--- config.mk ---
export PLATFORM = sky130hd
export DESIGN_NAME = coil_phase_decoder
export DESIGN_NICKNAME = d
export VERILOG_FILES = /design/src/rtl/coil_phase_decoder.sv
export SDC_FILE = /design/constraint.sdc
export NUM_CORES = 1
export LEC_CHECK = 0
export BUFFER_PORTS_ARGS = -buffer_cell sky130_fd_sc_hd__buf_4
export CORE_AREA = 5 5 139 141
export DETAILED_ROUTE_END_ITERATION = 10
export DIE_AREA = 0 0 144 146
export PLACE_DENSITY = 0.69
export RECOVER_POWER = 25
export SYNTH_ARGS = -nofsm -noshare
export SYNTH_HDL_FRONTEND = slang
export SYNTH_SLANG_ARGS = --single-unit
--- constraint.sdc ---
create_clock -name clk -period 6.5 [get_ports clk]
set_clock_uncertainty 0.05 [all_clocks]
set_input_delay 1.3 -clock clk [delete_from_list [all_inputs] [get_ports clk]]
set_output_delay 1.3 -clock clk [all_outputs]
set_load 0.05 [all_outputs]
--- src/rtl/coil_phase_decoder.sv ---
// Stepper coil drive decoder: synchronizes and debounces the 4-wire coil pattern,
// then tracks half-step phase, signed position, step direction and step period.
module coil_phase_decoder #(
  parameter int SYNC_STAGES   = 2,
  parameter int STABLE_CYCLES = 4
) (
  input  logic               clk,
  input  logic               rst,
  input  logic               clr,
  input  logic [3:0]         coil_in,
  output logic               step_pulse,
  output logic               step_dir,
  output logic signed [31:0] position,
  output logic [2:0]         phase,
  output logic               phase_valid,
  output logic [31:0]        period,
  output logic               err_illegal,
  output logic               err_skip
);

  localparam int CNT_W = $clog2(STABLE_CYCLES + 1);
  localparam logic [CNT_W-1:0] CNT_MAX = CNT_W'(STABLE_CYCLES);

  typedef enum logic {IDLE, TRACK} state_t;

  // Returns {legal, phase_index}; idle and illegal patterns both report legal = 0.
  function automatic logic [3:0] decode(input logic [3:0] p);
    case (p)
      4'b1000: decode = 4'b1_000;
      4'b1010: decode = 4'b1_001;
      4'b0010: decode = 4'b1_010;
      4'b0110: decode = 4'b1_011;
      4'b0100: decode = 4'b1_100;
      4'b0101: decode = 4'b1_101;
      4'b0001: decode = 4'b1_110;
      4'b1001: decode = 4'b1_111;
      default: decode = 4'b0_000;
    endcase
  endfunction

  function automatic logic [31:0] sat_inc(input logic [31:0] v);
    sat_inc = (v == 32'hFFFF_FFFF) ? v : v + 32'd1;
  endfunction

  logic [3:0]         sync_q [SYNC_STAGES];
  logic [3:0]         sync_d [SYNC_STAGES];
  logic [3:0]         cand_q, cand_d, last_q, last_d;
  logic [CNT_W-1:0]   cnt_q, cnt_d;
  state_t             state_q, state_d;
  logic [2:0]         phase_q, phase_d;
  logic signed [31:0] pos_q, pos_d;
  logic               dir_q, dir_d, pulse_q, pulse_d;
  logic [31:0]        period_q, period_d, ivl_q, ivl_d;
  logic               first_q, first_d;
  logic               err_ill_q, err_ill_d, err_skip_q, err_skip_d;

  logic               accept, step;
  logic [3:0]         dec;
  logic [2:0]         delta;

  always_comb begin
    sync_d[0] = coil_in;
    for (int i = 1; i < SYNC_STAGES; i++) sync_d[i] = sync_q[i-1];
  end

  // Stability filter: the count restarts whenever the synchronized value moves.
  always_comb begin
    cand_d = cand_q;
    cnt_d  = cnt_q;
    last_d = last_q;
    if (sync_q[SYNC_STAGES-1] != cand_q) begin
      cand_d = sync_q[SYNC_STAGES-1];
      cnt_d  = CNT_W'(1);
    end else if (cnt_q != CNT_MAX) begin
      cnt_d = cnt_q + CNT_W'(1);
    end
    accept = (cnt_q == CNT_MAX) && (cand_q != last_q);
    if (accept) last_d = cand_q;
  end

  always_comb begin
    state_d    = state_q;
    phase_d    = phase_q;
    pos_d      = pos_q;
    dir_d      = dir_q;
    pulse_d    = 1'b0;
    period_d   = period_q;
    ivl_d      = sat_inc(ivl_q);
    first_d    = first_q;
    err_ill_d  = err_ill_q;
    err_skip_d = err_skip_q;
    step       = 1'b0;
    dec        = decode(cand_q);
    delta      = dec[2:0] - phase_q;
    if (accept) begin
      if (dec[3]) begin
        if (state_q == IDLE) begin
          phase_d = dec[2:0];
          state_d = TRACK;
          first_d = 1'b1;
        end else if (delta == 3'd1 || delta == 3'd7) begin
          step    = 1'b1;
          phase_d = dec[2:0];
          dir_d   = (delta == 3'd7);
          pos_d   = (delta == 3'd1) ? pos_q + 32'sd1 : pos_q - 32'sd1;
          pulse_d = 1'b1;
        end else if (delta != 3'd0) begin
          err_skip_d = 1'b1;
          phase_d    = dec[2:0];
        end
      end else if (cand_q == 4'b0000) begin
        state_d = IDLE;
      end else begin
        err_ill_d = 1'b1;
      end
    end
    // The interval count restarts at 1 so the next step sees the full cycle distance.
    if (step) begin
      period_d = first_q ? 32'd0 : ivl_q;
      ivl_d    = 32'd1;
      first_d  = 1'b0;
    end
    if (clr) begin
      pos_d      = '0;
      period_d   = '0;
      ivl_d      = '0;
      err_ill_d  = 1'b0;
      err_skip_d = 1'b0;
      first_d    = 1'b1;
    end
  end

  always_ff @(posedge clk or posedge rst) begin
    if (rst) begin
      for (int i = 0; i < SYNC_STAGES; i++) sync_q[i] <= '0;
      cand_q     <= '0;
      cnt_q      <= '0;
      last_q     <= '0;
      state_q    <= IDLE;
      phase_q    <= '0;
      pos_q      <= '0;
      dir_q      <= 1'b0;
      pulse_q    <= 1'b0;
      period_q   <= '0;
      ivl_q      <= '0;
      first_q    <= 1'b1;
      err_ill_q  <= 1'b0;
      err_skip_q <= 1'b0;
    end else begin
      for (int i = 0; i < SYNC_STAGES; i++) sync_q[i] <= sync_d[i];
      cand_q     <= cand_d;
      cnt_q      <= cnt_d;
      last_q     <= last_d;
      state_q    <= state_d;
      phase_q    <= phase_d;
      pos_q      <= pos_d;
      dir_q      <= dir_d;
      pulse_q    <= pulse_d;
      period_q   <= period_d;
      ivl_q      <= ivl_d;
      first_q    <= first_d;
      err_ill_q  <= err_ill_d;
      err_skip_q <= err_skip_d;
    end
  end

  assign step_pulse  = pulse_q;
  assign step_dir    = dir_q;
  assign position    = pos_q;
  assign phase       = phase_q;
  assign phase_valid = (state_q == TRACK);
  assign period      = period_q;
  assign err_illegal = err_ill_q;
  assign err_skip    = err_skip_q;

endmodule

==> impl_metrics.json <==
{
  "nNetsFinal": 841,
  "yosysTopAreaCellShare": 0.4404,
  "failed_checks": "capacitance limit, slew limit",
  "crit_chain": "inv_1, ha_1, nand2b_1, a21boi_0, o21ai_0, fa_1, xnor2_1, xnor2_1, or2_1, nor2_1, inv_1, ha_1, a21oi_1, o21ai_0, a221oi_1, a211o_2, a211o_1, and3b_1, o41ai_2",
  "ir_worst_vdd_v": 0.0001815,
  "period_minus_slack_ps": 5694,
  "synth_ff_type": "dfrtp_1",
  "yosysSeqAreaShare": 0.4441,
  "dieArea_um2": 21020,
  "worst_ep_arrival_time_ps": 5950,
  "vias": 5481,
  "rsz0062_at_grt": "false",
  "drc_errors": 0,
  "grt_use_met1": 0.2183,
  "cts_resized": 0,
  "grt_start_max_net_pins": 65,
  "slew_viol_final": 62,
  "met3_usage": 0.04469,
  "hold_violations": 0,
  "ys_types": 71,
  "whs_ps": 295.9,
  "crit_type": "flip-flop to flip-flop",
  "diodes": 0,
  "initial_core_util": 0.3918,
  "utilization": 0.4663,
  "setup-violations-final": 0,
  "cp.required_ps": 6750,
  "ios": 79,
  "first_iter_violations": 312,
  "drt_pass1_iterations": 4,
  "grt_overflow": 0,
  "cts_buffers": 17,
  "power_w": 0.001831,
  "final_cell_mix": "123 x dfrtp_1, 88 x nand2_1, 77 x buf_4",
  "yosys_warnings": 0,
  "syn_area_um2": 6989,
  "finish.instance_area_um2": 8319,
  "final_common_cell": "dfrtp_1",
  "avgSynthCellArea_um2": 9.775,
  "synth_largest_area_cell": "dfrtp_1",
  "clkLatencyLatePin_ps": 420,
  "finalSetupTns_ps": 0,
  "max_stage_delay_ps": 610,
  "cp-end-kind": "flip-flop",
  "critPathLaunchType": "flip-flop",
  "finalCritPeriodShare": 0.8759,
  "async_flop_share": 1.000,
  "cts_sinks": 124,
  "hold_buffers": 0,
  "portBuffers": 78,
  "synth_cells": 715,
  "ys_ff_latch": 124,
  "cts_tree": "built",
  "via_per_inst": 5.327,
  "worstMarginPinSlew_ps": 2690,
  "die_w_um": 144,
  "powerDensity_nw_per_um2": 220.0,
  "synth.area.top_cells": "dfrtp_1 44%, ha_1 8.1%, nand2_1 4.7%",
  "finalWirelength_um": 15940,
  "gp_congestion": 0.8820,
  "wl_per_cell_um": 15.49,
  "status": "finished with violations",
  "antenna_found_initial": 0,
  "max_cap_violations": 1,
  "root_buffer": "clkbuf_16",
  "gr-usage-met2": 0.2453,
  "placed_area_um2": 7770,
  "p_leak_nw": 3.969,
  "drtAntennaViolNets": 0,
  "slew_headroom": -0.8034,
  "clk_path_buf_depth": 2,
  "crit_family": "compound AO/OA/AOI/OAI gates",
  "fmax_mhz": 175.6,
  "cts_setup_buffers": 0,
  "syn2layout_area_growth_pct": 19.03,
  "die_h_um": 146,
  "cp.buffers_inverters": 2,
  "grt_pass1_vias": 5361,
  "grt_usage": 0.1581,
  "grt_pass1_wl_um": 27300,
  "dp_hpwl_um": 10860,
  "cp_max_fo": 31,
  "rows": 49,
  "cp_slowest_cell": "ha_1",
  "core_area_um2": 17840,
  "busiest_layer": "met2",
  "clkTransAtPathRegs_ps": 60,
  "syn_nets": 769,
  "cts.htree.levels": 4,
  "layout-drive-gt1-share": 0.1713,
  "synth-edff-count": 0,
  "hold_path_class": "flip-flop to flip-flop"
}
## cells in the mapped netlist, types with 3 or more instances
cell,instances
a211o_1,3
a211oi_1,5
a21o_1,9
a21oi_1,58
a22o_1,32
a311oi_1,3
a31oi_1,3
and3_1,13
and4_1,5
buf_2,12
clkbuf_1,12
dfrtp_1,123
ha_1,45
inv_1,15
nand2_1,88
nand2b_1,4
nand3_1,28
nand3b_1,3
nand4_1,14
nor2_1,67
nor2b_1,5
nor3_1,11
nor4_1,4
nor4_4,3
o211ai_1,4
o21ai_0,20
o21ai_1,3
o21bai_1,4
xnor2_1,36
xor2_1,29
## power breakdown
group,internal [W],switching (W),total (W)
Clock,0.000508,0.000376,0.000884
Sequential,0.000779,0.00000789,0.000787
Combinational,0.0000577,0.000102,0.000160
## cell type report
type / count / area [um2]
Sequential cell: 124 / 3104
Clock buffer: 20 / 446.7
Timing Repair Buffer: 82 / 615.6
Tap cell: 229 / 286.5
Clock inverter: 12 / 103.9
Inverter: 16 / 61.31
Fill cell: 1674 / 9522
Multi-Input combinational cell: 546 / 3701
## metrics by stage
step / worst slack (ps) / cells
after global routing: 65.47 / 1029
after detailed placement: 822.6 / 997
after global placement: 1079 / 997
after CTS: 793.5 / 1029
after floorplan: 1350 / 715
final: 806.4 / 1029
## per-layer routing
metal,up-vias,wire length [um]
met5,-,0
met4,0,210
met3,18,695
met2,112,7428
met1,2633,7608
li1,2718,-
## kinds of logic (layout without fill, tap and decap cells)
family	after synthesis	count (layout)	synth area share
AO/OA/AOI/OAI	164	164	0.1608
buffers and inverters	45	130	0.02757
adder cells (fa/ha/maj)	47	47	0.08629
AND/OR/NAND/NOR	265	265	0.1899
multiplexers	4	4	0.006623
flip-flops	124	124	0.4441
XOR/XNOR	66	66	0.08467
## flip-flops by register name (all words and copies together), names as in the netlist
name         count
step_dir         1
cnt_q            3
sync_d           4
err_illegal      1
ivl_q           32
step_pulse       1
first_q          1
last_q           4
sync_q           4
phase_valid      1
position        32
cand_q           4
err_skip         1
phase            3
period          32
## worst paths after layout
kind | startpoint | end | slack, ps | depth (start not counted)
worst max-delay path | cand_q[0] | position[29] | 810 | 19
worst min-delay path | sync_d[2] | sync_q[2] | 300 | 0
worst max register to register | cand_q[0] | position[29] | 810 | 19
worst min register to register | sync_d[2] | sync_q[2] | 300 | 0
max in group asynchronous | rst | period[30] | 3110 | 3
min in group asynchronous | rst | sync_q[2] | 1580 | 2
## worst reg2reg max path, stage by stage (launching register included)
cell      delay, ps
dfrtp_1         440
inv_1           110
ha_1            360
nand2b_1        110
a21boi_0        170
o21ai_0         150
fa_1            440
xnor2_1         240
xnor2_1         130
or2_1           240
nor2_1          220
inv_1           530
ha_1            620
a21oi_1          90
o21ai_0         350
a221oi_1        210
a211o_2         410
a211o_1         280
and3b_1         180
o41ai_2         270
Power figures use the tool's default switching activity.
